**src/rtl/icache_2way.sv**
```systemverilog
// Two-way set-associative instruction cache with per-set LRU and a single
// outstanding line refill; flush requests arriving mid-refill are deferred to IDLE.
module icache_2way #(
  parameter int ADDR_W = 32,
  parameter int WORDS  = 4,
  parameter int SETS   = 8
) (
  input  logic                Clk,
  input  logic                Rst,
  input  logic                req,
  input  logic [ADDR_W-1:0]   address,
  input  logic                flush,
  output logic [31:0]         inst,
  output logic                rsp_valid,
  output logic                hit,
  output logic                busy,
  output logic                mem_req,
  output logic [ADDR_W-1:0]   mem_addr,
  input  logic                mem_ack,
  input  logic [32*WORDS-1:0] mem_data
);

  localparam int OFF  = $clog2(WORDS) + 2;
  localparam int IDX  = $clog2(SETS);
  localparam int TAG  = ADDR_W - OFF - IDX;
  localparam int LINE = 32 * WORDS;
  localparam int WSEL = OFF - 2;

  typedef enum logic [1:0] {
    IDLE   = 2'd0,
    LOOKUP = 2'd1,
    MISS   = 2'd2,
    FILL   = 2'd3
  } state_t;

  state_t              state_r;
  state_t              next_state_s;
  logic [ADDR_W-1:0]   addr_r;
  logic                flush_pend_r;
  logic [1:0][SETS-1:0] valid_r;
  logic [SETS-1:0]     lru_r;
  logic [TAG-1:0]      tag_r  [2][SETS];
  logic [LINE-1:0]     data_r [2][SETS];
  logic [LINE-1:0]     fill_line_r;
  logic [31:0]         inst_r;
  logic                rsp_valid_r;
  logic                hit_r;
  logic                busy_r;
  logic                mem_req_r;
  logic [ADDR_W-1:0]   mem_addr_r;

  logic                flush_now_s;
  logic                accept_s;
  logic [IDX-1:0]      idx_s;
  logic [TAG-1:0]      tag_s;
  logic [WSEL-1:0]     word_s;
  logic                hit0_s;
  logic                hit1_s;
  logic                hit_way_s;
  logic                victim_s;
  logic [LINE-1:0]     hit_line_s;
  logic                addr_unused_s;

  assign idx_s         = addr_r[OFF+IDX-1:OFF];
  assign tag_s         = addr_r[ADDR_W-1:OFF+IDX];
  assign word_s        = addr_r[OFF-1:2];
  assign addr_unused_s = ^addr_r[1:0];

  // Way 0 wins if both ways ever match the same tag.
  assign hit0_s     = valid_r[0][idx_s] && (tag_r[0][idx_s] == tag_s);
  assign hit1_s     = valid_r[1][idx_s] && (tag_r[1][idx_s] == tag_s);
  assign hit_way_s  = hit0_s ? 1'b0 : 1'b1;
  assign hit_line_s = data_r[hit_way_s][idx_s];
  assign victim_s   = !valid_r[0][idx_s] ? 1'b0 :
                      !valid_r[1][idx_s] ? 1'b1 : lru_r[idx_s];

  assign inst      = inst_r;
  assign rsp_valid = rsp_valid_r;
  assign hit       = hit_r;
  assign busy      = busy_r;
  assign mem_req   = mem_req_r;
  assign mem_addr  = mem_addr_r;

  // State register.
  always_ff @(posedge Clk or posedge Rst) begin
    if (Rst) state_r <= IDLE;
    else     state_r <= next_state_s;
  end

  // Next-state decode; a flush (new or deferred) blocks request acceptance.
  always_comb begin
    next_state_s = state_r;
    flush_now_s  = 1'b0;
    accept_s     = 1'b0;
    case (state_r)
      IDLE: begin
        if (flush || flush_pend_r) begin
          flush_now_s = 1'b1;
        end else if (req) begin
          accept_s     = 1'b1;
          next_state_s = LOOKUP;
        end else begin
          next_state_s = IDLE;
        end
      end
      LOOKUP: begin
        if (hit0_s || hit1_s) next_state_s = IDLE;
        else                  next_state_s = MISS;
      end
      MISS: begin
        if (mem_ack) next_state_s = FILL;
        else         next_state_s = MISS;
      end
      FILL:    next_state_s = IDLE;
      default: next_state_s = IDLE;
    endcase
  end

  // Control, status and response registers.
  always_ff @(posedge Clk or posedge Rst) begin
    if (Rst) begin
      addr_r       <= '0;
      flush_pend_r <= 1'b0;
      valid_r      <= '0;
      lru_r        <= '0;
      fill_line_r  <= '0;
      inst_r       <= 32'd0;
      rsp_valid_r  <= 1'b0;
      hit_r        <= 1'b0;
      busy_r       <= 1'b0;
      mem_req_r    <= 1'b0;
      mem_addr_r   <= '0;
    end else begin
      busy_r      <= (next_state_s != IDLE);
      mem_req_r   <= (next_state_s == MISS);
      rsp_valid_r <= 1'b0;
      hit_r       <= 1'b0;
      if (accept_s) addr_r <= address;
      if (state_r == IDLE) flush_pend_r <= 1'b0;
      else if (flush)      flush_pend_r <= 1'b1;
      if (flush_now_s) begin
        valid_r <= '0;
        lru_r   <= '0;
      end
      case (state_r)
        LOOKUP: begin
          if (hit0_s || hit1_s) begin
            inst_r        <= hit_line_s[{word_s, 5'd0} +: 32];
            rsp_valid_r   <= 1'b1;
            hit_r         <= 1'b1;
            lru_r[idx_s]  <= ~hit_way_s;
          end else begin
            mem_addr_r <= {tag_s, idx_s, {OFF{1'b0}}};
          end
        end
        MISS: begin
          if (mem_ack) fill_line_r <= mem_data;
        end
        FILL: begin
          valid_r[victim_s][idx_s] <= 1'b1;
          lru_r[idx_s]             <= ~victim_s;
          inst_r                   <= fill_line_r[{word_s, 5'd0} +: 32];
          rsp_valid_r              <= 1'b1;
        end
        default: begin
        end
      endcase
    end
  end

  // Tag and data arrays; contents are don't-care until the valid bit is set.
  always_ff @(posedge Clk) begin
    if (state_r == FILL) begin
      tag_r[victim_s][idx_s]  <= tag_s;
      data_r[victim_s][idx_s] <= fill_line_r;
    end
  end

endmodule

```
**config.mk**
```make
export PLATFORM = sky130hd
export DESIGN_NAME = icache_2way
export DESIGN_NICKNAME = d
export VERILOG_FILES = /design/src/rtl/icache_2way.sv
export SDC_FILE = /design/constraint.sdc
export NUM_CORES = 2
export LEC_CHECK = 0
export ABC_AREA = 1
export CAP_MARGIN = 20
export CORE_MARGIN = 2
export CORE_UTILIZATION = 46
export CTS_CLUSTER_DIAMETER = 150
export DETAILED_ROUTE_END_ITERATION = 10
export HOLD_SLACK_MARGIN = 0.12
export PLACE_DENSITY = 0.69
export SLEW_MARGIN = 25
export SYNTH_ARGS = -nofsm -noshare
export SYNTH_HDL_FRONTEND = slang
export SYNTH_SLANG_ARGS = --single-unit
```
**constraint.sdc**
```tcl
create_clock -name Clk -period 12.25 [get_ports Clk]
set_input_delay 2.45 -clock Clk [delete_from_list [all_inputs] [get_ports Clk]]
set_output_delay 2.45 -clock Clk [all_outputs]
set_load 0.1 [all_outputs]
```
==> metrics.cfg <==
[drt]
drtIter0Drc=10640
wl_per_cell_um=25.3
ant_nets=0
vias=80249
wl_um=355000
viasPerCell=5.72
topRoutingLayerUsed=met5
post-route-drc-count=0
wl_met1_um=132000
met3WireLength_um=39400
firstDrtPassIters=7
wl_met2_um=163000

[yosys]
synthDominantCellAreaShare_pct=64.5
synth.most_common_cell=nand2_1
synth_top_area_cell=edfxtp_1
synth_area_um2=114000
synth-edff-count=2448
synth_warnings=0
avgSynthCellArea_um2=11.0
synth.area.top_cells=edfxtp_1 64%, nand2_1 9.0%, nand3_1 5.6%
synth.distinct_cells=42
async_flop_share_pct=9.23
postSynthCellCount=10404
ys_seq_area_share_pct=69.9
synth_commonest_cells=2,736 x nand2_1, 2,448 x edfxtp_1, 1,266 x nand3_1
synth_ff_type=edfxtp_1
synth_seq_cells=2697

[setup_path]
crit_arrival_ps=9130
path_class=reg -> reg
path_max_fanout=65
cp.required_ps=13100
end_kind=register
startpoint_type=register
r2r_cells=26
rr_endpoint=inst[13]
worst-r2r-setup-slack_ps=3970
startpoint=addr_r[5]
rr_startpoint=addr_r[5]

[global_route]
grt_usage_pct=27.8
first_global_vias=76848
grt_max_degree=180
grt_pass1_wl_um=514000
grt-ovfl-total=0
grt_antenna_before_repair=9

[die]
die_h_um=502
die_w_um=502
num_rows=182
coreArea_um2=246000
ios=233
die_area_um2=252000
initial_utilization_pct=46.3

[clocking]
cts_tree=built
cts_sinks=2697
htree_levels=5
cts.path.max_buffers=4
hold_buffers=0
cts_made_buffers=294
clk_pin_slew_ps=60
cts_setup_buffers=0
root_buffer=clkbuf_16
insertion_delay_ps=970
cts_resized=0

[timing]
slew_violations=0
fmax_mhz=121
fin_crit_sh_pct=67.6
tns_ps=0
relSlewSlack_pct=19.7
final_hold_viol_count=0
setup_viol=0
grt_setup_unrepaired=false
fin_crit_ps=8280
skew_ps=91.6
tightest_slew_ps=1200

[power_and_ir_drop]
total_power_w=0.0287
peakVddDrop_uv=168
p_leak_nw=50.9
p_per_area_nw_per_um2=223

[place]
postPlaceCellArea_um2=119000
dp.final_hpwl_um=181000
port_buffers=226
place.gp.congestion=0.848
numPlacedInstances=13509

[final_layout]
area_growth_pct=12.7
final_area_um2=129000
nFillCells=20519
drive_gt1_share_pct=6.04
final_cells=14025
fin_nets=10658

[worst_hold_path]
whs_path_depth=2
min_to=mem_addr[4]
hold_path_startpoint=mem_addr[4]
min_path_type=reg -> reg

[run_status]
status=complete, no violations

[job]
cap_violations=0

kinds of logic (layout without fill, tap and decap cells):
logic type	after synthesis	after routing	share of synthesized area [%]
simple gates	5194	5194	20.1
flops	2697	2697	69.9
buf+inv	1735	2036	6.15
compound gates	771	771	3.74
xor+xnor	6	6	0.0461
other cells	1	9	0.00329
placed cells by master (no fill, tap or decap), types with 4 or more instances in the layout:
master	Yosys	final
xor2_1	6	6
a22o_1	20	20
o21ai_0	170	170
o22ai_1	19	19
dfrtp_1	249	246
nand4_1	19	19
a31oi_1	6	6
nor3_1	9	8
buf_4	25	130
buf_12	0	19
nor2_4	4	28
inv_1	1097	1095
a221oi_1	29	29
bufinv_16	0	8
nand2_1	2736	2735
inv_6	0	6
a22oi_1	18	18
nand3b_1	336	336
clkdlybuf4s50_1	0	226
edfxtp_1	2448	2448
clkinv_1	28	53
clkinv_2	1	42
clkbuf_1	234	81
diode_2	0	5
or2_2	24	24
inv_2	22	18
nor2_1	623	604
clkbuf_16	0	303
clkbuf_8	0	44
or2_1	120	120
o211ai_1	40	40
clkinvlp_4	0	4
or2_0	43	43
conb_1	1	4
o2bb2ai_1	5	5
nand3_1	1266	1263
o21ai_1	149	149
a21oi_1	307	307
registers in the layout, summed over array words and instances (netlist names):
register and cells:
hit 1, busy 1, flush_pend_r 1, data_r 2048
tag_r 400, mem_req 1, rsp_valid 1, valid_r 16
mem_addr 28, addr_r 30, inst 32, fill_line_r 128
lru_r 8, state_r 2
worst max-delay path, stage by stage (launching register included):
cell     delay, ps
dfrtp_1        650
nand2_1        580
inv_6          680
buf_4          850
nand3_1        140
nand2_1        170
nor2_1          60
nand2_1         80
nand2_1         80
inv_2           50
nand2_1         40
nor2_1         100
nand2_1         90
nor2_4          80
buf_4          740
nand2_8        600
inv_6          820
buf_4          650
nand2_1        120
nand3_1        100
nand3_1        100
nor2_1         120
nand2_1         60
nand2_1        140
nand3_1        550
nand3_1        260
nand2_1         80
worst max-delay path by stage:
stage | end | slack (ps)
after floorplan | addr_r[10] | 2960
after global placement | data_r[0][46] | 4280
after detailed placement | data_r[0][9] | 4100
after CTS | data_r[0][94] | 4040
after global routing | data_r[0][9] | 3700
final | inst[13] | 3970
stage by stage:
stage | worst slack [ps] | hold slack, ps | utilization (%)
2_1_floorplan | 2960 | 461 | -
3_3_place_gp | 4280 | 465 | 48.5
3_5_place_dp | 4100 | 470 | 48.5
4_1_cts | 4040 | 485 | 52.2
5_1_grt | 3700 | 513 | 52.2
6_report | 3970 | 479 | 52.2
metal layers:
metal  vias to the layer above  track usage (%)
li1                      35117                -
met4                         2             14.8
met2                      4991             44.2
met5                         -                0
met1                     39197             36.5
met3                       942             4.94
power by group:
part / total [W] / internal (W) / switching [W]
Sequential: 0.0131 / 0.0118 / 0.00128
Clock: 0.00849 / 0.00496 / 0.00354
Combinational: 0.00717 / 0.00170 / 0.00547
final cells by class:
type | count | area, um^2 | share of cell area [%]
multi-input cells | 5975 | 27500 | 21.4
clock buffers | 428 | 8490 | 6.61
flip-flops and latches | 2697 | 79800 | 62.1
inverters | 1149 | 4360 | 3.40
well taps | 3312 | 4140 | 3.22
clock inverters | 83 | 614 | 0.478
diodes | 5 | 12.5 | 0.00974
repair buffers | 376 | 3630 | 2.82
Power figures use the tool's default switching activity.
